## config.mk

```make
export PLATFORM = sky130hd
export DESIGN_NAME = y_div
export DESIGN_NICKNAME = d
export VERILOG_FILES = /design/src/rtl/y_div_pkg.sv /design/src/rtl/y_div_step.sv /design/src/rtl/y_div.sv
export SDC_FILE = /design/constraint.sdc
export NUM_CORES = 1
export LEC_CHECK = 0
export CAP_MARGIN = 20
export CORE_MARGIN = 2
export CORE_UTILIZATION = 45
export DETAILED_ROUTE_END_ITERATION = 16
export PLACE_DENSITY_LB_ADDON = 0.25
export SYNTH_ARGS = -nofsm -noshare
export SYNTH_HDL_FRONTEND = slang
export SYNTH_SLANG_ARGS = --single-unit
```

## constraint.sdc

```tcl
create_clock -name clk -period 4.2 [get_ports clk]
set_input_delay 0.42 -clock clk [delete_from_list [all_inputs] [get_ports clk]]
set_output_delay 0.42 -clock clk [all_outputs]
set_load 0.01 [all_outputs]
```

## src/rtl/y_div_pkg.sv

```systemverilog
// Shared definitions for the iterative restoring divider: state encoding,
// default operand width and the divide-by-zero quotient fill.
package y_div_pkg;

    localparam int DEF_WIDTH = 32;

    localparam logic [1:0] IDLE = 2'd0;
    localparam logic [1:0] RUN  = 2'd1;
    localparam logic [1:0] FIX  = 2'd2;
    localparam logic [1:0] DONE = 2'd3;

    // Divide by zero yields an all-ones quotient at any width.
    localparam logic DZ_QUOT_FILL = 1'b1;

endpackage

```

## src/rtl/y_div_step.sv

```systemverilog
// One restoring division step: shift in the next dividend bit, try to
// subtract the divisor magnitude, keep or restore the partial remainder.
module y_div_step
    import y_div_pkg::*;
#(
    parameter int WIDTH = DEF_WIDTH
) (
    input  logic [WIDTH-1:0] p_in,
    input  logic             bit_in,
    input  logic [WIDTH-1:0] mb,
    output logic [WIDTH-1:0] p_out,
    output logic             qbit
);

    logic [WIDTH:0] shifted;
    logic [WIDTH:0] diff;

    // Subtract-mode adder (ctrl = 1): shifted + ~mb + 1. The shifted value
    // never exceeds 2*mb-1, so WIDTH+1 bits hold the signed difference.
    always_comb begin
        shifted = {p_in, bit_in};
        diff    = shifted + ~{1'b0, mb} + {{WIDTH{1'b0}}, 1'b1};
        qbit    = ~diff[WIDTH];
        p_out   = qbit ? diff[WIDTH-1:0] : shifted[WIDTH-1:0];
    end

endmodule

```

## src/rtl/y_div.sv

```systemverilog
// Iterative signed/unsigned divider for the execute stage: one quotient bit
// per clock, valid/ready handshake on both sides, RISC-V divide-by-zero rules.
module y_div
    import y_div_pkg::*;
#(
    parameter int WIDTH = DEF_WIDTH
) (
    input  logic             clk,
    input  logic             rst_n,
    input  logic             in_valid,
    output logic             in_ready,
    input  logic [WIDTH-1:0] a,
    input  logic [WIDTH-1:0] b,
    input  logic             sgn,
    output logic             out_valid,
    input  logic             out_ready,
    output logic [WIDTH-1:0] q,
    output logic [WIDTH-1:0] r,
    output logic             dz
);

    localparam int CW = $clog2(WIDTH);

    logic [1:0]       state;
    logic [CW-1:0]    cnt;
    logic [WIDTH-1:0] pr;
    logic [WIDTH-1:0] qr;
    logic [WIDTH-1:0] mb;
    logic             qs;
    logic             rs;
    logic [WIDTH-1:0] p_next;
    logic             qbit;

    function automatic logic [WIDTH-1:0] neg(input logic [WIDTH-1:0] x);
        return '0 - x;
    endfunction

    assign in_ready  = (state == IDLE);
    assign out_valid = (state == DONE);

    // qr starts as the dividend magnitude; its MSB feeds each step while
    // quotient bits shift in at the bottom, so after WIDTH steps it is Q.
    y_div_step #(.WIDTH(WIDTH)) u_step (
        .p_in   (pr),
        .bit_in (qr[WIDTH-1]),
        .mb     (mb),
        .p_out  (p_next),
        .qbit   (qbit)
    );

    always_ff @(posedge clk or negedge rst_n) begin
        if (!rst_n) begin
            state <= IDLE;
            cnt   <= '0;
            pr    <= '0;
            qr    <= '0;
            mb    <= '0;
            qs    <= 1'b0;
            rs    <= 1'b0;
            q     <= '0;
            r     <= '0;
            dz    <= 1'b0;
        end else begin
            case (state)
                IDLE: begin
                    if (in_valid) begin
                        if (b == '0) begin
                            q     <= {WIDTH{DZ_QUOT_FILL}};
                            r     <= a;
                            dz    <= 1'b1;
                            state <= DONE;
                        end else begin
                            pr    <= '0;
                            qr    <= (sgn && a[WIDTH-1]) ? neg(a) : a;
                            mb    <= (sgn && b[WIDTH-1]) ? neg(b) : b;
                            qs    <= sgn & (a[WIDTH-1] ^ b[WIDTH-1]);
                            rs    <= sgn & a[WIDTH-1];
                            cnt   <= CW'(WIDTH - 1);
                            state <= RUN;
                        end
                    end
                end
                RUN: begin
                    pr  <= p_next;
                    qr  <= {qr[WIDTH-2:0], qbit};
                    cnt <= cnt - 1'b1;
                    if (cnt == '0) begin
                        state <= FIX;
                    end
                end
                FIX: begin
                    q     <= qs ? neg(qr) : qr;
                    r     <= rs ? neg(pr) : pr;
                    dz    <= 1'b0;
                    state <= DONE;
                end
                default: begin
                    if (out_ready) begin
                        state <= IDLE;
                    end
                end
            endcase
        end
    end

endmodule

```

Word-level counts from Yosys, hierarchy flattened
Cells that the tools add are included.
{ "totals": {"word_cells": 70, "output_inout_bits": 67, "ff_bits": 170} }
{ "op_classes": {"bitwise_logic": 6, "n_mux": 28, "add_sub_neg": 7, "n_eq_ne": 7, "n_reduce_logical": 12} }
{ "op_table": {"columns": ["operator", "count"], "rows": [
  ["$mux 32", 13],
  ["$pmux 32 s2", 4],
  ["$sub 1x32->32 const A", 4],
  ["$add 33x1->33 const B", 1],
  ["$add 33x33->33", 1],
  ["$not 32->33", 1],
  ["$logic_not 32->1", 1],
  ["$reduce_and 3->1", 4],
  ["$mux 5", 2],
  ["$pmux 5 s2", 1],
  ["$mux 2", 4],
  ["$ne 2x2->1 const B", 3],
  ["$pmux 2 s3", 1],
  ["$logic_not 5->1", 1],
  ["$sub 5x1->5 const B", 1],
  ["$eq 2x2->1 const B", 2],
  ["$reduce_bool 2->1", 2],
  ["$reduce_bool 4->1", 1],
  ["$and 1x1->1", 2],
  ["$eq 2x1->1 const B", 1],
  ["$logic_and 1x1->1", 2],
  ["$logic_not 2->1", 1],
  ["$mux 1", 2],
  ["$ne 2x1->1 const B", 1],
  ["3 further kinds", 4]
]} }

Logic depth before layout (Yosys ltp)
Gate-level depths: netlist (run 1).
{ "logic_depth": {"depth_word": 5, "ltp_mapped": 14, "ltp_nobuf": 12} }

By module
From an unflattened synthesis (run 1), not the netlist that was laid out.
{ "hier_totals": {"hier_cells": 1445, "area_unflattened_um2": 12145.4} }
{ "by_module_without_submodules": {"columns": ["mod", "seq_area_each_um2", "instances", "area_per_inst_um2", "cells_each"], "rows": [
  ["y_div", 4254.1, 1, 9828.2, 1136],
  ["y_div_step", 0.0, 1, 2317.2, 309]
]} }

Least setup slack after synthesis (run 1)
Ideal clock, no wire load.
{ "synth_timing": {"path_type": "reg-to-reg", "start": "reg pr[2]", "end": "reg pr[4]", "required_ns": 4.066, "path_slack_ns": 0.824, "path_buffers": 2, "period_less_slack_ns": 3.376, "setup_ns": 0.134, "arrival_time_ns": 3.242, "stages_incl_launch_ff": 13, "cell_sequence": "dfrtp_1 > ha_1 > o211ai_1 > a21oi_1 > nor4_1 > nor4_1 > o31a_1 > nand4b_1 > o311ai_1 > clkbuf_1 > buf_1 > mux2i_1 > o22ai_1"} }
{ "synth_via": {"elab_chain_cells": 4} }
{ "synth_lines": {"columns": ["item", "line", "source"], "rows": [
  ["from (decl)", "y_div.sv:26", "logic [WIDTH-1:0] pr;"],
  ["from (signal assigned)", "y_div.sv:84", "pr <= p_next;"],
  ["$add 33x33->33", "y_div_step.sv:22", "diff = shifted + ~{1'b0, mb} + {{WIDTH{1'b0}}, 1'b1};"],
  ["$add 33x1->33", "y_div_step.sv:22", null],
  ["$mux 32", "y_div_step.sv:24", "p_out = qbit ? diff[WIDTH-1:0] : shifted[WIDTH-1:0];"],
  ["$pmux 32 s2", "y_div.sv:64", "case (state)"]
]} }
Every way passes these cells.
A chain may end at the register's enable or synchronous reset.

Worst setup path after layout (run 1)
{ "layout_timing": {"start": "reg pr[8]", "end": "reg pr[25]"} }
The elaborated chain is that of the path after synthesis.

==> run summary, run 1 <==
Worst setup path
• start point of the critical path: pr[8]
• capture point of the critical path: pr[25]
• critical path's top delay family: compound AO/OA/AOI/OAI gates
• WP data required: 4.52 ns
• startpoint type of the worst setup path: register
• cell type of the slowest stage on the worst timing path: sky130_fd_sc_hd__a311oi_1
• end of the worst register-to-register path: pr[25]
• most frequent cell on the critical path: sky130_fd_sc_hd__nand2_1
• count of cells along the worst register-to-register path: 10
• highest cell delay on the worst timing path: 0.65 ns
• Max Fanout on Critical Path: 9
• category of the worst setup path capture point: register
• buffers and inverters on the worst path: 0
• total number of cells along the worst setup path: 10
• cells along the critical path: ha_1 > a21oi_1 > nand2_1 > a211oi_1 > nand2_1 > a311oi_1 > o21ai_0 > mux2_2 > nand4_1 > o211ai_1
• worst reg2reg setup slack: 0.64 ns
• class of the most critical setup path: reg2reg
• arrival time at the worst endpoint: 3.88 ns
• Reg2Reg Launch Point: pr[8]

CTS
• maximum count of clock buffers along a single path: 2
• CTS Root Cell: sky130_fd_sc_hd__clkbuf_16
• # resized after CTS: 0
• H-tree level count: 4
• latest clock arrival within the worst-skew pair: 0.45 ns
• Setup Buffers After CTS: 0
• TritonCTS clock tree: done
• clock slew at reported path FFs: 0.08 ns
• TritonCTS Sinks: 170
• cts bufs inserted: 17

STA
• total negative setup slack: 0 ns
• Setup Skew: 0.0144 ns
• Tightest Pin Transition: 1.04 ns
• final setup violation count: 0
• slew margin rel.: 30.8%
• total count of hold-check failures in the final report: 0
• final hold slack: 0.384 ns
• Slew Limit Fails: 0
• portion of the clock cycle consumed by the worst path in the final layout: 84.8%
• RSZ-0062 raised after global routing: false
• highest attainable clock frequency: 0.281 GHz
• smallest setup slack after layout: 0.640 ns
• time the worst path needs with I/O delays and setup: 3.56 ns

Power
• static leakage power: 5.99 nW
• fraction of power spent switching nets: 47.2%
• P per Cell Area: 794 nW/um^2
• sequential cell fraction of total power: 26.9%
• Peak VDD IR: 0.368 mV
• net switching power: 0.00532 W
• portion of total power attributed to combinational logic: 58.2%
• cell-internal power: 0.00594 W
• relative contribution of the clock network to total power: 14.9%

Yosys
• Main synth FF type: sky130_fd_sc_hd__dfrtp_1
• Mapped Cells: 1,429
• largest cells by area after synthesis: sky130_fd_sc_hd__dfrtp_1, sky130_fd_sc_hd__xor2_1, sky130_fd_sc_hd__o21ai_0
• synthesized-area fraction occupied by ao, oa, aoi and oai cells: 22.1%
• adder and majority gate portion of the synthesized area: 4.76%
• number of enable flip-flop cells after synthesis: 0
• syn_area_per_cell: 8.21 sq um
• dominant combinational cell family by area after synthesis: compound AO/OA/AOI/OAI gates
• part of the Yosys area used for sequential elements: 36.3%
• number of different library cells in the post-synthesis netlist: 68
• synthesized flop and latch total: 170
• post-synth net total: 1,542
• area leader, netlist: sky130_fd_sc_hd__dfrtp_1
• proportion of register bits with asynchronous set or reset after synthesis: 100%
• area share of the largest cell type after synthesis: 36.3%
• XOR/XNOR share of the synthesized area: 10.7%
• fraction of the mapped netlist area in simple logic gates: 18.5%
• Yosys warning count: 0
• share of synthesized area spent on multiplexers: 2.94%
• netlist area before placement: 11,700 sq um

Route
• DRC errors left: 0
• final WL: 33.2 mm
• number of iterations in the first detailed-routing pass: 5
• count of antenna-violating nets left after detailed routing: 0
• per-cell via count in the routed design: 5.77
• vias after detailed routing: 10,800
• number of DRC violations after detailed-routing iteration 0: 879
• Routed WL per cell: 17.6 um

Global routing
• initial antenna violation count: 0
• total gr overflow: 0
• total global routing track utilization: 24.6%
• number of global-route vias before repair: 10,100
• global-route wire length before repair: 53.3 mm
• maximum number of pins on one net before global-route repair: 111

Job
• # Max-Cap Violations: 0

Hold path
• Hold Crit Class: in2async

Cells and area
• net count of the finished layout: 1,646
• count of inserted antenna diode cells: 0
• most common library cell in the layout ignoring fill and taps: sky130_fd_sc_hd__dfrtp_1
• commonest non-fill, non-tap cells in the layout: sky130_fd_sc_hd__dfrtp_1, sky130_fd_sc_hd__nand2_1, sky130_fd_sc_hd__nor2_1
• Area Growth Syn to Fin: 20.8%
• fraction of final layout cells sized beyond drive strength 1: 5.63%

Die
• standard cell core area: 25,800 sq um
• die height: 165 um
• std cell rows: 59
• initial standard-cell utilization of the core: 45.4%
• full die area: 27,400 sq um
• x dimension of the die: 165 um
• Ports: 136

Placed design
• Placement Setup Slack: 0.508 ns
• DP Wirelength: 25.1 mm
• quantity of I/O buffers inserted on ports: 135
• global placement routability congestion: 0.950

Run status
• run status: completed

-- worst reg2reg max path, stage by stage (launching register included) --
cell and delay, ns:
sky130_fd_sc_hd__dfrtp_1 0.48, sky130_fd_sc_hd__ha_1 0.44, sky130_fd_sc_hd__a21oi_1 0.32, sky130_fd_sc_hd__nand2_1 0.10, sky130_fd_sc_hd__a211oi_1 0.43, sky130_fd_sc_hd__nand2_1 0.31
sky130_fd_sc_hd__a311oi_1 0.65, sky130_fd_sc_hd__o21ai_0 0.17, sky130_fd_sc_hd__mux2_2 0.32, sky130_fd_sc_hd__nand4_1 0.11, sky130_fd_sc_hd__o211ai_1 0.10
-- per-layer routing --
| metal | up-vias | global-route usage [%] | routed length, um |
|---|---|---|---|
| li1 | 5292 | - | - |
| met3 | 53 | 3.47 | 1830 |
| met2 | 353 | 40.4 | 15300 |
| met5 | - | 0 | 0 |
| met1 | 5146 | 34.0 | 15200 |
| met4 | 0 | 7.09 | 728 |
-- synth_stat cells, types with 5 or more instances --
| cell | number |
|---|---|
| sky130_fd_sc_hd__a211oi_1 | 18 |
| sky130_fd_sc_hd__a21o_1 | 15 |
| sky130_fd_sc_hd__a21oi_1 | 96 |
| sky130_fd_sc_hd__a221o_1 | 11 |
| sky130_fd_sc_hd__a22oi_1 | 5 |
| sky130_fd_sc_hd__a31oi_1 | 36 |
| sky130_fd_sc_hd__and2_1 | 7 |
| sky130_fd_sc_hd__and3_1 | 7 |
| sky130_fd_sc_hd__buf_1 | 8 |
| sky130_fd_sc_hd__clkbuf_1 | 71 |
| sky130_fd_sc_hd__dfrtp_1 | 170 |
| sky130_fd_sc_hd__ha_1 | 43 |
| sky130_fd_sc_hd__inv_1 | 62 |
| sky130_fd_sc_hd__mux2i_1 | 30 |
| sky130_fd_sc_hd__nand2_1 | 168 |
| sky130_fd_sc_hd__nand2b_1 | 9 |
| sky130_fd_sc_hd__nand3_1 | 16 |
| sky130_fd_sc_hd__nand4_1 | 9 |
| sky130_fd_sc_hd__nor2_1 | 152 |
| sky130_fd_sc_hd__nor2b_1 | 9 |
| sky130_fd_sc_hd__nor3_1 | 36 |
| sky130_fd_sc_hd__nor4_1 | 9 |
| sky130_fd_sc_hd__o211ai_1 | 5 |
| sky130_fd_sc_hd__o21a_1 | 7 |
| sky130_fd_sc_hd__o21ai_0 | 126 |
| sky130_fd_sc_hd__o22a_1 | 6 |
| sky130_fd_sc_hd__o22ai_1 | 20 |
| sky130_fd_sc_hd__o311ai_0 | 6 |
| sky130_fd_sc_hd__o31ai_1 | 26 |
| sky130_fd_sc_hd__o41ai_1 | 10 |
| sky130_fd_sc_hd__or2_2 | 7 |
| sky130_fd_sc_hd__or3_1 | 22 |
| sky130_fd_sc_hd__or4_1 | 13 |
| sky130_fd_sc_hd__xnor2_1 | 56 |
| sky130_fd_sc_hd__xor2_1 | 87 |
-- cells by family after synthesis --
family,after synthesis
compound gates,416
xor+xnor,143
fa+ha+maj,44
buf+inv,144
flops,170
mux,34
simple gates,478
-- how the worst min path moves through the flow --
stage,start,to
floorplan,rst_n,cnt[0]
global placement,r[9],r[9]
detailed placement,r[7],r[7]
CTS,rst_n,r[8]
global route,rst_n,r[3]
finish,rst_n,r[8]
-- through the flow --
| step | std cells | area (sq um) | power [W] | util [%] |
|---|---|---|---|---|
| after floorplan | 1429 | 11700 | 0.00739 | - |
| after global placement | 1847 | 13500 | 0.00945 | 52.3 |
| after detailed placement | 1847 | 13500 | 0.00954 | 52.3 |
| after CTS | 1879 | 14100 | 0.0112 | 54.7 |
| after global routing | 1881 | 14200 | 0.0122 | 54.9 |
| final | 1881 | 14200 | 0.0113 | 54.9 |
-- sequential cells by signal, indices dropped and copies added (netlist names) --
register and count:
mb 32, pr 32, q 32, qr 32
r 32, cnt 5, state 2, dz 1
qs 1, rs 1
-- timing repair --
action                     4_1_cts  5_1_grt
hold buffers                     0        1
setup endpoints to repair        0        0
hold endpoints to repair         0       16
-- cell type report --
cell class / count / area (sq um)
well taps: 335 / 419
clock inverters: 15 / 214
repair buffers: 167 / 1650
inverters: 62 / 233
multi-input cells: 1115 / 6980
clock buffers: 17 / 425
flip-flops and latches: 170 / 4250
fillers: 2440 / 11700
-- power groups by stage --
| stage | combinational, W | sequential [W] | clock (W) |
|---|---|---|---|
| after floorplan | 0.00451 | 0.00288 | 0 |
| after global placement | 0.00642 | 0.00303 | 0 |
| after detailed placement | 0.00648 | 0.00306 | 0 |
| after CTS | 0.00653 | 0.00302 | 0.00170 |
| after global routing | 0.00728 | 0.00312 | 0.00176 |
| final | 0.00655 | 0.00303 | 0.00167 |
Power figures use the tool's default switching activity.
==> inputs of run 2 (changes only) <==
clock period = 3.1 ns   (was 4.2 ns; I/O delays follow)
==> run summary, run 2 (synthesis results as in run 1) <==
STA
• total negative setup slack: -0.780 ns
• Slew Limit Fails: 0
• final setup violation count: 6
• highest attainable clock frequency: 0.293 GHz
• portion of the clock cycle consumed by the worst path in the final layout: 110%
• Setup Skew: 0.0142 ns
• total count of hold-check failures in the final report: 0
• time the worst path needs with I/O delays and setup: 3.42 ns
• Tightest Pin Transition: 0.770 ns
• RSZ-0062 raised after global routing: true
• slew margin rel.: 48.6%
• smallest setup slack after layout: -0.319 ns

Cells and area
• net count of the finished layout: 1,781
• commonest non-fill, non-tap cells in the layout: sky130_fd_sc_hd__dfrtp_1, sky130_fd_sc_hd__nand2_1, sky130_fd_sc_hd__nor2_1
• Area Growth Syn to Fin: 31.9%
• Fill cells: 2,317
• most common library cell in the layout ignoring fill and taps: sky130_fd_sc_hd__dfrtp_1
• count of inserted antenna diode cells: 0
• fraction of final layout cells sized beyond drive strength 1: 14.7%

Route
• vias after detailed routing: 11,500
• number of DRC violations after detailed-routing iteration 0: 1,031
• DRC errors left: 0
• Routed WL per cell: 17.9 um
• per-cell via count in the routed design: 5.68
• number of iterations in the first detailed-routing pass: 5
• final WL: 36.1 mm
• count of antenna-violating nets left after detailed routing: 0

Worst setup path
• category of the worst setup path capture point: register
• arrival time at the worst endpoint: 3.71 ns
• WP data required: 3.39 ns
• startpoint type of the worst setup path: register
• Max Fanout on Critical Path: 3
• class of the most critical setup path: reg2reg

Global routing
• number of global-route vias before repair: 10,900
• maximum number of pins on one net before global-route repair: 63
• total global routing track utilization: 26.6%
• initial antenna violation count: 0
• total gr overflow: 0
• global-route wire length before repair: 57.1 mm

CTS
• TritonCTS Sinks: 170
• CTS Root Cell: sky130_fd_sc_hd__clkbuf_16
• H-tree level count: 4
• clock slew at reported path FFs: 0.08 ns
• cts bufs inserted: 17
• TritonCTS clock tree: done
• maximum count of clock buffers along a single path: 2
• latest clock arrival within the worst-skew pair: 0.44 ns

Power
• P per Cell Area: 1070 nW/um^2
• Tot Pwr: 0.0166 W
• static leakage power: 6.73 nW
• Peak VDD IR: 0.526 mV

Placed design
• DP Wirelength: 27.6 mm
• global placement routability congestion: 0.900
• quantity of I/O buffers inserted on ports: 135

Job
• # Max-Cap Violations: 0

Die
• std cell rows: 59
• initial standard-cell utilization of the core: 45.4%
• Ports: 136
• die height: 165 um
• standard cell core area: 25,800 sq um
• full die area: 27,400 sq um
• x dimension of the die: 165 um

Run status
• failing checks: negative setup slack
• run status: finished with violations

Hold path
• Hold Crit Class: in2async

==> run 2: cell types whose count changed in the layout (fill, tap and decap cells not counted), moves of 3 or more <==
| cell | previous run | this run |
|---|---|---|
| sky130_fd_sc_hd__a21oi_1 | 96 | 92 |
| sky130_fd_sc_hd__o21ai_1 | 0 | 27 |
| sky130_fd_sc_hd__buf_6 | 1 | 4 |
| sky130_fd_sc_hd__buf_4 | 27 | 149 |
| sky130_fd_sc_hd__buf_12 | 3 | 10 |
| sky130_fd_sc_hd__inv_12 | 4 | 0 |
| sky130_fd_sc_hd__buf_8 | 0 | 4 |
| sky130_fd_sc_hd__a21oi_2 | 0 | 3 |
| sky130_fd_sc_hd__clkinv_8 | 6 | 9 |
| sky130_fd_sc_hd__o21ai_0 | 126 | 99 |
==> run 2: metal layers <==
| metal | wire, um | vias to the layer above | GRT usage (%) |
|---|---|---|---|
| met2 | 16700 | 383 | 43.3 |
| met1 | 16400 | 5455 | 36.4 |
| met4 | 993 | 0 | 9.09 |
| li1 | - | 5550 | - |
| met5 | 0 | - | 0 |
| met3 | 2030 | 63 | 3.45 |
==> run 2: path summary, 6_finish.rpt <==
check,start,end,slack (ns),depth (start not counted)
setup / recovery,qr[13],q[29],-0.32,9
hold reg to reg,mb[24],mb[24],0.48,2
hold / removal,rst_n,r[8],0.37,2
setup reg to reg,qr[13],q[29],-0.32,9
max in group asynchronous,rst_n,q[30],1.84,3
min in group clk,mb[24],mb[24],0.48,2
==> run 2: power breakdown <==
group / internal [W] / switching (W) / leakage [nW] / total, W
registers: 0.00310 / 0.000790 / 2.05 / 0.00389
logic: 0.00488 / 0.00565 / 4.39 / 0.0105
clock network: 0.00110 / 0.00110 / 0.298 / 0.00220
total: 0.00908 / 0.00753 / 6.73 / 0.0166
==> run 2: worst max-delay path, stage by stage (launching register included) <==
cell and delay, ns:
sky130_fd_sc_hd__dfrtp_1 0.39, sky130_fd_sc_hd__or4_4 0.54, sky130_fd_sc_hd__or3_4 0.34, sky130_fd_sc_hd__or3_4 0.37, sky130_fd_sc_hd__or2_4 0.24, sky130_fd_sc_hd__or3_4 0.40
sky130_fd_sc_hd__or4_4 0.48, sky130_fd_sc_hd__o31ai_4 0.22, sky130_fd_sc_hd__xor2_1 0.19, sky130_fd_sc_hd__a31oi_1 0.11
==> run 2: layout make-up <==
cell class	count	area [sq um]	area share (%)
Multi-Input combinational cell	1115	7160	46.3
Inverter	62	233	1.50
Clock inverter	15	205	1.33
Clock buffer	17	425	2.75
Sequential cell	170	4250	27.5
Timing Repair Buffer	302	2780	17.9
Tap cell	335	419	2.71
==> run 2: what timing repair did <==
item	4_1_cts	5_1_grt
resized for setup	56	22
pin swaps	11	23
endpoints found under the setup margin	35	45
hold buffers	1	0
cloned	2	0
endpoints found under the hold margin	43	0
setup buffers	10	5
==> run 2: stage by stage <==
stage,instances,setup WS (ns),hold WS [ns],cell area [sq um],utilization [%]
global placement,1970,-0.183,0.268,14500,56.1
finish,2016,-0.319,0.371,15500,59.9
global route,2016,-0.372,0.414,15500,59.9
CTS,2015,-0.221,0.377,15400,59.6
floorplan,1429,-0.169,0.0144,11800,-
detailed placement,1970,-0.287,0.268,14500,56.1
==> inputs of run 3 (changes only) <==
CAP_MARGIN = 5   (was 20)
==> results of run 3 <==
The final DEF is identical to that of run 2; final timing and power are the same.
